## src/rtl/s2p_pkg.sv

```systemverilog
// Shared types and helpers for the comma-aligned serial-to-parallel deserializer.
package s2p_pkg;

   typedef enum logic [1:0] {
      HUNT   = 2'd0,
      ALIGN  = 2'd1,
      LOCKED = 2'd2
   } s2p_state_e;

   localparam logic [7:0] COMMA_DEFAULT = 8'hBC;

   // Bits needed to hold 0..max_val, never less than one bit
   function automatic int unsigned cnt_width(input int unsigned max_val);
      return (max_val < 1) ? 1 : $clog2(max_val + 1);
   endfunction

endpackage

```

## src/rtl/s2p_comma_detect.sv

```systemverilog
// Serial shift register with combinational next-window and comma match.
module s2p_comma_detect
   import s2p_pkg::*;
#(
   parameter int unsigned      WIDTH     = 8,
   parameter logic [WIDTH-1:0] COMMA     = WIDTH'(COMMA_DEFAULT),
   parameter bit               MSB_FIRST = 1'b0
) (
   input  logic             clk,
   input  logic             reset_L,
   input  logic             bit_i,
   output logic [WIDTH-1:0] nxt_c_o,
   output logic             comma_hit_c_o
);

   logic [WIDTH-1:0] sr_q;

   // Window as it will look after this edge; bit order selects shift direction
   generate
      if (MSB_FIRST) begin : g_msb
         assign nxt_c_o = {sr_q[WIDTH-2:0], bit_i};
      end else begin : g_lsb
         assign nxt_c_o = {bit_i, sr_q[WIDTH-1:1]};
      end
   endgenerate

   assign comma_hit_c_o = (nxt_c_o == COMMA);

   // Shift register advances on every edge regardless of alignment state
   always_ff @(posedge clk or negedge reset_L) begin
      if (!reset_L) begin
         sr_q <= '0;
      end else begin
         sr_q <= nxt_c_o;
      end
   end

endmodule

```

## src/rtl/serial_to_parallel_sync.sv

```systemverilog
// Comma-aligned deserializer: hunt, confirm alignment, then emit strobed words.
module serial_to_parallel_sync
   import s2p_pkg::*;
#(
   parameter int unsigned      WIDTH      = 8,
   parameter logic [WIDTH-1:0] COMMA      = WIDTH'(COMMA_DEFAULT),
   parameter int unsigned      LOCK_COUNT = 4,
   parameter int unsigned      LOS_COUNT  = 4,
   parameter bit               MSB_FIRST  = 1'b0
) (
   input  logic             clk,
   input  logic             reset_L,
   input  logic             data_in,
   output logic [WIDTH-1:0] data_out,
   output logic             valid_out,
   output logic             word_stb,
   output logic             locked
);

   localparam int unsigned       BIT_W    = $clog2(WIDTH);
   localparam int unsigned       LOCK_W   = cnt_width(LOCK_COUNT);
   localparam int unsigned       ERR_W    = cnt_width(LOS_COUNT);
   localparam logic [BIT_W-1:0]  BIT_LAST = BIT_W'(WIDTH - 1);
   localparam logic [LOCK_W-1:0] LOCK_MAX = LOCK_W'(LOCK_COUNT);
   localparam logic [ERR_W-1:0]  ERR_MAX  = ERR_W'(LOS_COUNT);

   s2p_state_e        state_q, state_d;
   logic [BIT_W-1:0]  bit_cnt_q, bit_cnt_d;
   logic [LOCK_W-1:0] lock_cnt_q, lock_cnt_d;
   logic [ERR_W-1:0]  err_cnt_q, err_cnt_d;
   logic [WIDTH-1:0]  data_out_q, data_out_d;
   logic              valid_q, valid_d;
   logic              stb_q, stb_d;
   logic              locked_q, locked_d;

   logic [WIDTH-1:0]  nxt;
   logic              comma_hit;
   logic              boundary;

   s2p_comma_detect #(
      .WIDTH     (WIDTH),
      .COMMA     (COMMA),
      .MSB_FIRST (MSB_FIRST)
   ) u_detect (
      .clk           (clk),
      .reset_L       (reset_L),
      .bit_i         (data_in),
      .nxt_c_o       (nxt),
      .comma_hit_c_o (comma_hit)
   );

   assign boundary = (bit_cnt_q == BIT_LAST);

   // Next-state, counters and output words; everything holds unless changed below
   always_comb begin
      state_d    = state_q;
      bit_cnt_d  = bit_cnt_q;
      lock_cnt_d = lock_cnt_q;
      err_cnt_d  = err_cnt_q;
      data_out_d = data_out_q;
      valid_d    = valid_q;
      stb_d      = 1'b0;
      locked_d   = locked_q;

      unique case (state_q)
         HUNT: begin
            if (comma_hit) begin
               bit_cnt_d  = '0;
               lock_cnt_d = LOCK_W'(1);
               if (LOCK_COUNT == 1) begin
                  state_d   = LOCKED;
                  err_cnt_d = '0;
                  locked_d  = 1'b1;
               end else begin
                  state_d = ALIGN;
               end
            end
         end

         ALIGN: begin
            bit_cnt_d = boundary ? '0 : bit_cnt_q + BIT_W'(1);
            if (boundary) begin
               if (comma_hit) begin
                  if (lock_cnt_q != LOCK_MAX) begin
                     lock_cnt_d = lock_cnt_q + LOCK_W'(1);
                  end
                  if (lock_cnt_q >= LOCK_MAX - LOCK_W'(1)) begin
                     state_d   = LOCKED;
                     err_cnt_d = '0;
                     locked_d  = 1'b1;
                  end
               end else begin
                  state_d    = HUNT;
                  lock_cnt_d = '0;
                  bit_cnt_d  = '0;
               end
            end
         end

         LOCKED: begin
            bit_cnt_d = boundary ? '0 : bit_cnt_q + BIT_W'(1);
            if (boundary) begin
               data_out_d = nxt;
               stb_d      = 1'b1;
               valid_d    = !comma_hit;
               if (comma_hit) begin
                  err_cnt_d = '0;
               end
            end else if (comma_hit && (LOS_COUNT != 0)) begin
               // Misaligned comma: drop lock once enough have been seen in a row
               if (err_cnt_q >= ERR_MAX - ERR_W'(1)) begin
                  state_d    = HUNT;
                  locked_d   = 1'b0;
                  valid_d    = 1'b0;
                  data_out_d = '0;
                  bit_cnt_d  = '0;
                  lock_cnt_d = '0;
                  err_cnt_d  = '0;
               end else begin
                  err_cnt_d = err_cnt_q + ERR_W'(1);
               end
            end
         end

         default: begin
            state_d    = HUNT;
            bit_cnt_d  = '0;
            lock_cnt_d = '0;
            err_cnt_d  = '0;
            data_out_d = '0;
            valid_d    = 1'b0;
            locked_d   = 1'b0;
         end
      endcase
   end

   // State, counter and output registers
   always_ff @(posedge clk or negedge reset_L) begin
      if (!reset_L) begin
         state_q    <= HUNT;
         bit_cnt_q  <= '0;
         lock_cnt_q <= '0;
         err_cnt_q  <= '0;
         data_out_q <= '0;
         valid_q    <= 1'b0;
         stb_q      <= 1'b0;
         locked_q   <= 1'b0;
      end else begin
         state_q    <= state_d;
         bit_cnt_q  <= bit_cnt_d;
         lock_cnt_q <= lock_cnt_d;
         err_cnt_q  <= err_cnt_d;
         data_out_q <= data_out_d;
         valid_q    <= valid_d;
         stb_q      <= stb_d;
         locked_q   <= locked_d;
      end
   end

   assign data_out  = data_out_q;
   assign valid_out = valid_q;
   assign word_stb  = stb_q;
   assign locked    = locked_q;

endmodule
```

## config.mk

```make
export PLATFORM = sky130hd
export DESIGN_NAME = serial_to_parallel_sync
export DESIGN_NICKNAME = d
export VERILOG_FILES = /design/src/rtl/s2p_pkg.sv /design/src/rtl/s2p_comma_detect.sv /design/src/rtl/serial_to_parallel_sync.sv
export SDC_FILE = /design/constraint.sdc
export NUM_CORES = 1
export LEC_CHECK = 0
export ABC_AREA = 1
export CAP_MARGIN = 0
export CORE_MARGIN = 2
export CORE_UTILIZATION = 54
export CTS_CLUSTER_DIAMETER = 80
export DETAILED_ROUTE_END_ITERATION = 10
export PLACE_DENSITY = 0.76
export SLEW_MARGIN = 20
export SYNTH_ARGS = -nofsm -noshare
export SYNTH_HDL_FRONTEND = slang
export SYNTH_SLANG_ARGS = --single-unit
```

## constraint.sdc

```tcl
create_clock -name clk -period 2.2 [get_ports clk]
set_input_delay 0.44 -clock clk [delete_from_list [all_inputs] [get_ports clk]]
set_output_delay 0.44 -clock clk [all_outputs]
set_load 0.005 [all_outputs]
```

==> results of run 1 <==
[cells in the mapped netlist (all sizes together)]
library cell / n
o21bai: 1
ha: 10
o21ai: 11
inv: 23
nor4: 1
nand2: 60
nand3: 18
a21oi: 4
nor2: 14
dfrtp: 29
buf: 4
nand4: 5
[routing by layer]
| metal | track usage, % | vias to the layer above |
|---|---|---|
| met5 | 0 | - |
| met4 | 13.0 | 0 |
| met3 | 4.76 | 9 |
| met2 | 32.0 | 25 |
| met1 | 24.0 | 572 |
| li1 | - | 603 |
[state kept, by name (all words and copies together), names as in the netlist]
register       flops
data_out           8
u_detect.sr_q      7
bit_cnt_q          3
err_cnt_q          3
lock_cnt_q         3
state_q            2
locked             1
valid_out          1
word_stb           1
[cell usage in the layout (no fill, tap or decap), drive strengths merged]
master,Yosys,routed
a21oi,4,4
dfrtp,29,29
clkbuf,0,7
nand4,5,5
inv,23,23
ha,10,10
bufinv,0,1
clkdlybuf4s50,0,13
nand2,60,60
o21ai,11,11
nor4,1,1
buf,4,1
nor2,14,14
o21bai,1,1
nand3,18,18
[worst register-to-register path, stage by stage (launching register included)]
cell and delay (ns):
dfrtp_1 0.39, ha_1 0.20, ha_1 0.23, nand2_1 0.09
inv_2 0.10, nor2_1 0.23, inv_2 0.07, a21oi_4 0.19
nand3_2 0.11, nand2_1 0.09, nand2_1 0.05
[metrics by stage]
step | power, µW | instance area (µm²) | setup slack [ns]
floorplan | 988 | 1540 | 0.618
global placement | 1060 | 1680 | 0.0617
detailed placement | 1080 | 1680 | 0.00205
CTS | 1540 | 1770 | 0.365
global route | 1620 | 1770 | 0.175
finish | 1520 | 1770 | 0.348
[cells by family after synthesis]
kind of cell / after synthesis / synth area share (%)
AO/OA/AOI/OAI: 16 / 8.30
adder cells (fa/ha/maj): 10 / 8.14
buffers and inverters: 27 / 7.73
flip-flops: 29 / 47.2
AND/OR/NAND/NOR: 98 / 28.6
[worst max-delay path by stage]
stage | startpoint | to | slack (ns) | depth (start not counted)
after global placement | data_in | data_out[0] | 0.06 | 8
after global routing | data_in | data_out[4] | 0.18 | 8
final | data_in | data_out[5] | 0.35 | 8
after floorplan | bit_cnt_q[0] | state_q[0] | 0.62 | 10
after CTS | bit_cnt_q[0] | lock_cnt_q[2] | 0.37 | 10
after detailed placement | data_in | data_out[4] | 0.002 | 8
[area by class of cell]
type / count / area share [%]
inverters: 23 / 4.89
clock buffers: 7 / 3.12
multi-input cells: 124 / 39.2
clock inverters: 1 / 1.70
well taps: 31 / 2.20
flip-flops and latches: 29 / 41.1
repair buffers: 14 / 7.79
[power by group through the flow]
stage / sequential (µW) / combinational [µW] / clock, µW
after global placement: 623 / 440 / 0
after global routing: 624 / 510 / 488
final: 615 / 453 / 457
after detailed placement: 625 / 451 / 0
after floorplan: 617 / 371 / 0
after CTS: 615 / 455 / 473
==> summary.txt, run 1 <==
Clock tree
  • CTS Hold Bufs: 0
  • Root cell of the clock tree: clkbuf_4
  • Post-CTS Setup Bufs: 0
  • Clock transition at path regs: ~0.09 ns
  • CTS tree: built
  • Worst-Skew Late Latency: approximately 0.34 ns
  • CTS buffer count: 5
  • Longest Clk Path Bufs: 2
  • Post-cts sizing count: 0
  • H-Tree Depth: 2
  • # clock sinks: 29

Detailed routing
  • Met2 wire length: about 1.4 mm
  • DR WL/cell: around 13 µm
  • Metal1 wirelength: 1.29 mm
  • Routed WL: 2.88 mm
  • Vias per inst: roughly 5.3
  • Max Used Layer: met4
  • DRT antenna net count: 0
  • DRT Pass-1 Iters: 4
  • Via count: ~1.2k
  • DR iter-0 viols: between 40 and 50
  • DRC violations left: 0
  • WL met3: about 99 µm

Setup path
  • Reg2reg path depth: 10
  • RR Startpoint: bit_cnt_q[0]
  • Worst reg2reg endpoint: lock_cnt_q[2]
  • CP max FO: 17
  • CP endpoint kind: flop
  • Crit path max-delay family: simple AND/OR/NAND/NOR gates
  • CP arrival: about 2.1 ns
  • Crit path largest cell delay: ~0.5 ns
  • Worst Path Class, Setup: in -> reg
  • WP data required: between 2 and 2.5 ns
  • R2R Setup Slk: roughly 0.37 ns
  • CP most frequent cell: nand2_1
  • CP startpoint kind: input port
  • CP max-delay cell: clkdlybuf4s50_1
  • CP Buf/Inv Count: 1
  • Cells along the critical path: clkdlybuf4s50_1, nand2_1, nor2_4, nand2_2, nand3_1, nand3_2, nand2_1, o21ai_2

Place
  • DP HPWL: between 2 and 2.5 mm
  • Gpl congestion: 0.799
  • Dpl cells: ~220
  • Buffers added on ports: 13

Logic synthesis
  • Unique cell type count in the Yosys netlist: 22
  • Sequential fraction of the synthesis area: 47.2%
  • Mean post-synth cell area: approximately 8.5 µm²
  • Synthesized flop and latch total: 29
  • Syn. warnings: 0
  • Largest area contributor in the netlist: dfrtp_1
  • Synth area leaders: dfrtp_1, nand2_1, ha_1, nand3_1, inv_1
  • Cells after Synth: 180
  • Synthesized area: ~1500 µm²
  • Synthesized net count: between 150 and 200
  • Share of the synthesized area in the top cell type: 47.2%

Final layout
  • Multi-input logic area: approximately 700 µm²
  • Growth of design area from synthesis to finish: 14.9%
  • Ratio of cells with drive above 1 in the final layout: between 10% and 20%
  • Nets: 210
  • Non-filler cells, final: ~230
  • Number of diodes: 0
  • Register area: just over 700 µm²
  • Fill cells: around 220
  • Final core occ: approximately 65%

Power and ir drop
  • PwrDens: 863 nW/µm²
  • Switch share: between 30% and 40%
  • Internal Power: slightly below 1000 µW
  • Psw: 530 µW
  • Leak Pwr: around 0.0009 µW
  • Combinational share of power: between 20% and 30%
  • Sequential power share: 40.3%
  • Maximum vdd drop: around 750 µV
  • Clock share of power: roughly 30%

Worst hold path
  • WHS Endpoint: u_detect.sr_q[6]
  • Worst Hold Path Cells: 0
  • Hold crit path type: reg -> reg
  • HP Start: u_detect.sr_q[7]

Run status
  • Status: finished, final reports clean

STA
  • WHS: approximately 0.41 ns
  • TNS Setup: 0 ns
  • Final period utilization: about 84%
  • Final hold violations: 0
  • Worst-margin pin slew: around 0.40 ns
  • Min Tclk post-route: 1.85 ns
  • Final Max Slew Viols: 0
  • Unrepaired setup endpoints after global routing: false
  • Fmax: roughly 540 MHz
  • Rel. slew slack: 73.2%
  • Clock Skew: 0.00816 ns
  • Setup violators final: 0

Floorplanning
  • Die Area: approximately 3300 µm²
  • Die Wd: between 50 and 60 µm
  • Core area: ~2700 µm²
  • Die Y: roughly 57 µm
  • Io pins: 14
  • Site Rows: 19
  • Initial Utilization: a little under three fifths

Global route
  • GRT Overall Usage: around a fifth
  • Initial antenna violation count: 0
  • Vias in the first global route: 1159
  • Grt total ovfl: 0
  • Global-route wire length before repair: ~4.9 mm
  • Largest net degree at the start of global routing: 30

Run
  • MaxCap Viol Count: 0
Note: power is estimated with default switching activity, not from simulation.
==> run 2: changes to the inputs <==
==> constraint.sdc (replaced) <==
create_clock -name clk -period 1.8 [get_ports clk]
set_input_delay 0.36 -clock clk [delete_from_list [all_inputs] [get_ports clk]]
set_output_delay 0.36 -clock clk [all_outputs]
set_load 0.005 [all_outputs]
==> run 2 against run 1 <==
Effect of this change: clock skew down 0.00077 ns; sequential power up 23%; non-clock buffer count up 7; power up 15%.
==> summary.txt, run 2 (same netlist as run 1, synthesis figures left out) <==
Power and ir drop
  • Leak Pwr: 0.000910 µW
  • Maximum vdd drop: about 860 µV
  • Clock share of power: around a fifth
  • Switch share: approximately 38%
  • Combinational share of power: 35.8%
  • Psw: between 600 and 700 µW
  • Internal Power: ~1100 µW
  • PwrDens: 969 nW/µm²
  • Sequential power share: a little over two fifths

Clock tree
  • CTS buffer count: 5
  • Longest Clk Path Bufs: 2
  • CTS tree: built
  • CTS Hold Bufs: 0
  • Worst-Skew Late Latency: around 0.33 ns
  • Clock transition at path regs: 0.09 ns
  • # clock sinks: 29
  • Root cell of the clock tree: clkbuf_4
  • H-Tree Depth: 2

Setup path
  • Cells along the critical path: inv_1, ha_1, nand2_1, inv_2, nor2_2, inv_2, a21oi_4, nand3_2, nand2_1, nand2_1
  • Crit path max-delay family: simple AND/OR/NAND/NOR gates
  • Worst Path Class, Setup: reg -> reg
  • CP Buf/Inv Count: 3
  • CP arrival: ~1.9 ns
  • CP max FO: 6
  • CP startpoint kind: flop
  • RR Startpoint: state_q[0]
  • Worst reg2reg endpoint: lock_cnt_q[2]
  • R2R Setup Slk: approximately 0.14 ns
  • Crit path largest cell delay: approximately 0.38 ns
  • CP max-delay cell: dfrtp_1
  • Reg2reg path depth: 10
  • CP endpoint kind: flop
  • WP data required: roughly 2.0 ns
  • CP most frequent cell: nand2_1

STA
  • Fmax: about 600 MHz
  • Clock Skew: between 0.007 and 0.008 ns
  • Worst-margin pin slew: roughly 0.4 ns
  • Rel. slew slack: between 70% and 80%
  • Final hold violations: 0
  • Unrepaired setup endpoints after global routing: false
  • Setup violators final: 0
  • Min Tclk post-route: 1.66 ns
  • Final period utilization: just over 90%
  • Final Max Slew Viols: 0

Detailed routing
  • Via count: roughly 1.2k
  • Routed WL: 3.01 mm
  • DR iter-0 viols: roughly 50
  • DRT Pass-1 Iters: 4
  • DRT antenna net count: 0
  • DR WL/cell: between 10 and 15 µm
  • Vias per inst: ~5.2
  • DRC violations left: 0

Floorplanning
  • Io pins: 14
  • Die Area: approximately 3300 µm²
  • Die Y: roughly 57 µm
  • Initial Utilization: 56.2%
  • Die Wd: around 57 µm
  • Site Rows: 19
  • Core area: about 2700 µm²

Final layout
  • Max reg flops: 8
  • Most frequent cells in the layout: nand2_1, dfrtp_1, inv_1
  • Non-filler cells, final: 236
  • Nets: roughly 220
  • Most common cell after layout, fill and taps aside: nand2_1
  • Number of diodes: 0
  • Final core occ: 66.4%
  • Growth of design area from synthesis to finish: 18.1%
  • Ratio of cells with drive above 1 in the final layout: 20.5%
  • Fill cells: 218

Global route
  • GRT Overall Usage: between 20% and 30%
  • Initial antenna violation count: 0
  • Vias in the first global route: 1250
  • Grt total ovfl: 0
  • Global-route wire length before repair: between 5 and 6 mm
  • Largest net degree at the start of global routing: 30

Worst hold path
  • Hold crit path type: in -> async

Run status
  • Status: finished, final reports clean

Place
  • Gpl congestion: slightly above 0.8
  • Buffers added on ports: 13
  • Dpl cells: 226
  • DP HPWL: 2.14 mm

Run
  • MaxCap Viol Count: 0
[run 2: cell count changes in the layout (fill, tap and decap cells not counted)]
cell	before	now
buf_4	1	7
clkinv_2	0	2
nand3_1	16	14
nand3_2	2	4
buf_12	0	1
bufinv_16	1	0
clkbuf_8	1	0
ha_1	10	9
ha_2	0	1
nand2_1	57	56
nand2_2	3	4
nor2_1	11	10
nor2_2	1	2
[run 2: worst register-to-register path: cells and delay by family, from the launching register on]
family	cells	cell delay, ns
compound gates	1	0.19
fa+ha+maj	1	0.29
flops	1	0.38
simple gates	5	0.52
buf+inv	3	0.19
[run 2: how the worst max path moves through the flow]
| stage | startpoint | endpoint | slack (ns) | cells after the start |
|---|---|---|---|---|
| 2_1_floorplan | bit_cnt_q[0] | state_q[0] | 0.22 | 10 |
| 6_report | state_q[0] | lock_cnt_q[2] | 0.14 | 10 |
| 3_3_place_gp | data_in | data_out[5] | -0.03 | 9 |
| 4_1_cts | err_cnt_q[0] | data_out[7] | 0.07 | 10 |
| 3_5_place_dp | data_in | data_out[2] | -0.07 | 9 |
| 5_1_grt | state_q[0] | lock_cnt_q[0] | 0.003 | 10 |
[run 2: layout make-up]
class	count	area, µm²	share of cell area (%)
inverters	23	86.3	4.76
clock buffers	6	41.3	2.27
flip-flops and latches	29	726	40.0
well taps	31	38.8	2.14
clock inverters	2	10.0	0.551
repair buffers	21	203	11.2
multi-input cells	124	711	39.1
[run 2: what timing repair did]
| action | CTS | global route |
|---|---|---|
| setup buffers | 0 | 2 |
| setup endpoints to repair | 0 | 14 |
| resized for setup | 0 | 5 |
[run 2: power by group through the flow]
stage                     clock network, µW  logic (µW)  registers, µW
after floorplan                           0         453            754
after global placement                    0         603            761
after detailed placement                  0         620            764
after CTS                               387         622            753
after global routing                    413         721            761
final                                   375         630            754
[run 2: per-stage QoR]
stage               TNS (ns)  area (µm²)  setup slack [ns]  total power, µW  hold slack, ns
floorplan                  0        1540             0.218             1210          0.0644
global placement      -0.230        1730           -0.0279             1360           0.387
detailed placement    -0.813        1730           -0.0651             1380           0.394
CTS                        0        1780            0.0699             1760           0.399
global route               0        1820           0.00265             1890           0.435
finish                     0        1820             0.138             1760           0.394
[run 2: layer usage]
layer  wire (µm)  global-route usage (%)  part of all wire [%]  vias up
met3         124                    7.48                   4.1        3
li1            -                       -                     -      620
met4          29                    6.98                  0.96        0
met5           0                       0                     0        -
met2        1510                    35.2                    50       26
met1        1350                    26.0                    45      588
==> run 3: changes to the inputs <==
--- a/config.mk
+++ b/config.mk
@@ -12,7 +12,9 @@
 export CTS_CLUSTER_DIAMETER = 80
 export DETAILED_ROUTE_END_ITERATION = 10
 export PLACE_DENSITY = 0.76
+export RECOVER_POWER = 25
 export SLEW_MARGIN = 20
 export SYNTH_ARGS = -nofsm -noshare
 export SYNTH_HDL_FRONTEND = slang
+export SYNTH_HIERARCHICAL = 1
 export SYNTH_SLANG_ARGS = --single-unit
==> run 3 against run 2 <==
Effect of this change: sequential power up 3.2%; global-route usage decreased by 2.8 points; synthesized cell count decreased by 1.7%; utilization fell by 0.091 points; die area did not move; critical path depth rose by 2; clock power rose by 50%; final cell count down 1.7%; worst setup slack gained 0.00068 ns; largest cell class unchanged; clock-buffer cell count did not move; synthesized area did not move.
==> summary.txt, run 3 <==
Run status
  • Status: finished, final reports clean

Detailed routing
  • DRC violations left: 0
  • Max Used Layer: met4
  • WL met3: ~160 µm
  • DR WL/cell: between 10 and 15 µm
  • Vias per inst: ~5.2
  • DRT Pass-1 Iters: 5
  • DR iter-0 viols: 39
  • Metal1 wirelength: approximately 1.2 mm
  • DRT antenna net count: 0
  • Met2 wire length: between 1 and 1.5 mm
  • Via count: between 1k and 1.5k
  • Routed WL: between 2 and 3 mm

STA
  • Clock Skew: between 0.01 and 0.015 ns
  • Final hold violations: 0
  • Fmax: 602 MHz
  • Unrepaired setup endpoints after global routing: false
  • Rel. slew slack: 54.5%
  • Setup violators final: 0
  • Final Max Slew Viols: 0
  • Min Tclk post-route: around 1.7 ns
  • Worst-margin pin slew: slightly below 0.7 ns
  • Final period utilization: 92.3%

Floorplanning
  • Core area: 2730 µm²
  • Io pins: 14
  • Die Y: roughly 57 µm
  • Initial Utilization: 56.2%
  • Site Rows: 19
  • Die Area: 3290 µm²
  • Die Wd: between 50 and 60 µm

Place
  • Cell Area, Placed: between 1500 and 2000 µm²
  • DP HPWL: ~2 mm
  • Gpl congestion: about 0.83
  • Buffers added on ports: 13

Setup path
  • CP arrival: ~1.9 ns
  • Worst reg2reg endpoint: data_out[0]
  • CP Capture Point: lock_cnt_q[2]
  • CP max FO: 5
  • CP endpoint kind: flop
  • WP data required: slightly above 2 ns
  • R2R Setup Slk: ~0.14 ns
  • Worst Path Class, Setup: in -> reg
  • RR Startpoint: bit_cnt_q[0]
  • Worst Setup SP: data_in
  • CP startpoint kind: input port
  • Reg2reg path depth: 7

Final layout
  • Nets: approximately 210
  • Fill cells: around 230
  • Final core occ: around two thirds
  • Number of diodes: 0
  • Most frequent cells in the layout: nand2_1, dfrtp_1, nor2_1
  • Multi-input logic area: 708 µm²
  • Ratio of cells with drive above 1 in the final layout: around a fifth
  • Growth of design area from synthesis to finish: 17.9%
  • Register area: slightly above 700 µm²
  • Cell area after layout: 1810 µm²
  • Most common cell after layout, fill and taps aside: nand2_1
  • Max reg flops: 8

Clock tree
  • CTS Hold Bufs: 0
  • Worst-Skew Late Latency: 0.34 ns
  • CTS tree: built
  • H-Tree Depth: 2
  • Post-CTS Setup Bufs: 0
  • Longest Clk Path Bufs: 2
  • # clock sinks: 29
  • Root cell of the clock tree: clkbuf_4
  • CTS buffer count: 5
  • Post-cts sizing count: 0
  • Clock transition at path regs: about 0.10 ns

Worst hold path
  • Worst Hold Path Cells: 0
  • Hold crit path type: reg -> reg

Run
  • MaxCap Viol Count: 0

Power and ir drop
  • Maximum vdd drop: around 1000 µV
  • PwrDens: 1110 nW/µm²
  • Leak Pwr: approximately 0.0009 µW
  • Power, Total: 2020 µW

Logic synthesis
  • Post-synth EDFFs: 0
  • Synth area leaders: dfrtp_1, nand2_1, ha_1, o21ai_2, nor2_1
  • Cells after Synth: between 150 and 200
  • Largest area contributor in the netlist: dfrtp_1
  • Share of the synthesized area in the top cell type: a little under half
  • Unique cell type count in the Yosys netlist: 24
  • Top FF cell, synth: dfrtp_1
  • Synthesized flop and latch total: 29
  • Syn. warnings: 6
  • Count leader, synth: nand2_1
  • Synthesized net count: 190
  • Mean post-synth cell area: 8.69 µm²
  • Asr flop ratio synth: 100%
  • Synth top cells by count: nand2_1, dfrtp_1, nor2_1
  • Synthesized area: 1540 µm²
  • Sequential fraction of the synthesis area: 47.2%

Global route
  • Vias in the first global route: 1114
  • Largest net degree at the start of global routing: 30
  • Grt total ovfl: 0
  • Global-route wire length before repair: roughly 4.7 mm
  • GRT Overall Usage: a little under a fifth
  • Initial antenna violation count: 0
[run 3: cell count changes in the layout (fill, tap and decap cells not counted), sizes merged, moves of 2 or more]
cell	before	now
a21oi	4	2
buf	8	5
clkdlybuf4s50	13	11
dlygate4sd3	0	2
inv	23	20
nand2	60	58
nand3	18	12
nor2	14	24
[run 3: layout make-up]
class                   count  area share [%]
multi-input cells         124            39.1
well taps                  31            2.14
clock buffers               6            2.83
clock inverters             2            2.07
repair buffers             19            9.52
flip-flops and latches     29            40.0
inverters                  21            4.35
[run 3: worst min-delay path by stage]
stage,slack [ns],from,end
5_1_grt,0.43,u_detect/sr_q[5],u_detect/sr_q[4]
3_5_place_dp,0.39,u_detect/sr_q[3],u_detect/sr_q[2]
6_report,0.40,u_detect/sr_q[3],u_detect/sr_q[2]
4_1_cts,0.40,reset_L,data_out[0]
2_1_floorplan,0.06,reset_L,bit_cnt_q[0]
3_3_place_gp,0.38,u_detect/sr_q[2],u_detect/sr_q[1]
[run 3: per-stage QoR]
step	setup WS, ns	setup TNS [ns]	hold slack, ns	std cells
4_1_cts	0.122	0	0.403	232
5_1_grt	0.00269	0	0.426	232
6_report	0.139	0	0.403	232
3_5_place_dp	-0.0860	-0.863	0.389	224
2_1_floorplan	0.302	0	0.0644	177
3_3_place_gp	-0.0506	-0.500	0.385	224
[run 3: cells by family after synthesis]
family	synth area share, %
AOI/OAI and AO/OA	7.16
adders and majority gates	8.14
buffers and inverters	6.92
DFF	47.2
and+or+nand+nor	30.6
[run 3: metal layers]
metal / vias to the layer above / track usage [%]
met3: 7 / 7.03
met2: 31 / 29.1
met4: 0 / 5.98
li1: 610 / -
met5: - / 0
met1: 557 / 23.7
[run 3: power breakdown]
part / leakage [µW] / switching (µW) / internal, µW
clock network: 0.0000445 / 233 / 330
registers: 0.000382 / 58.5 / 719
logic: 0.000476 / 442 / 233
[run 3: critical path, stage by stage]
cell	delay (ns)
dlygate4sd3_1	0.55
inv_1	0.07
nor2_2	0.03
nand2_1	0.05
nor2_1	0.04
buf_4	0.14
nand2_1	0.11
clkinv_1	0.13
nand3_1	0.15
nand3_2	0.11
nor2_1	0.10
nor2_1	0.05
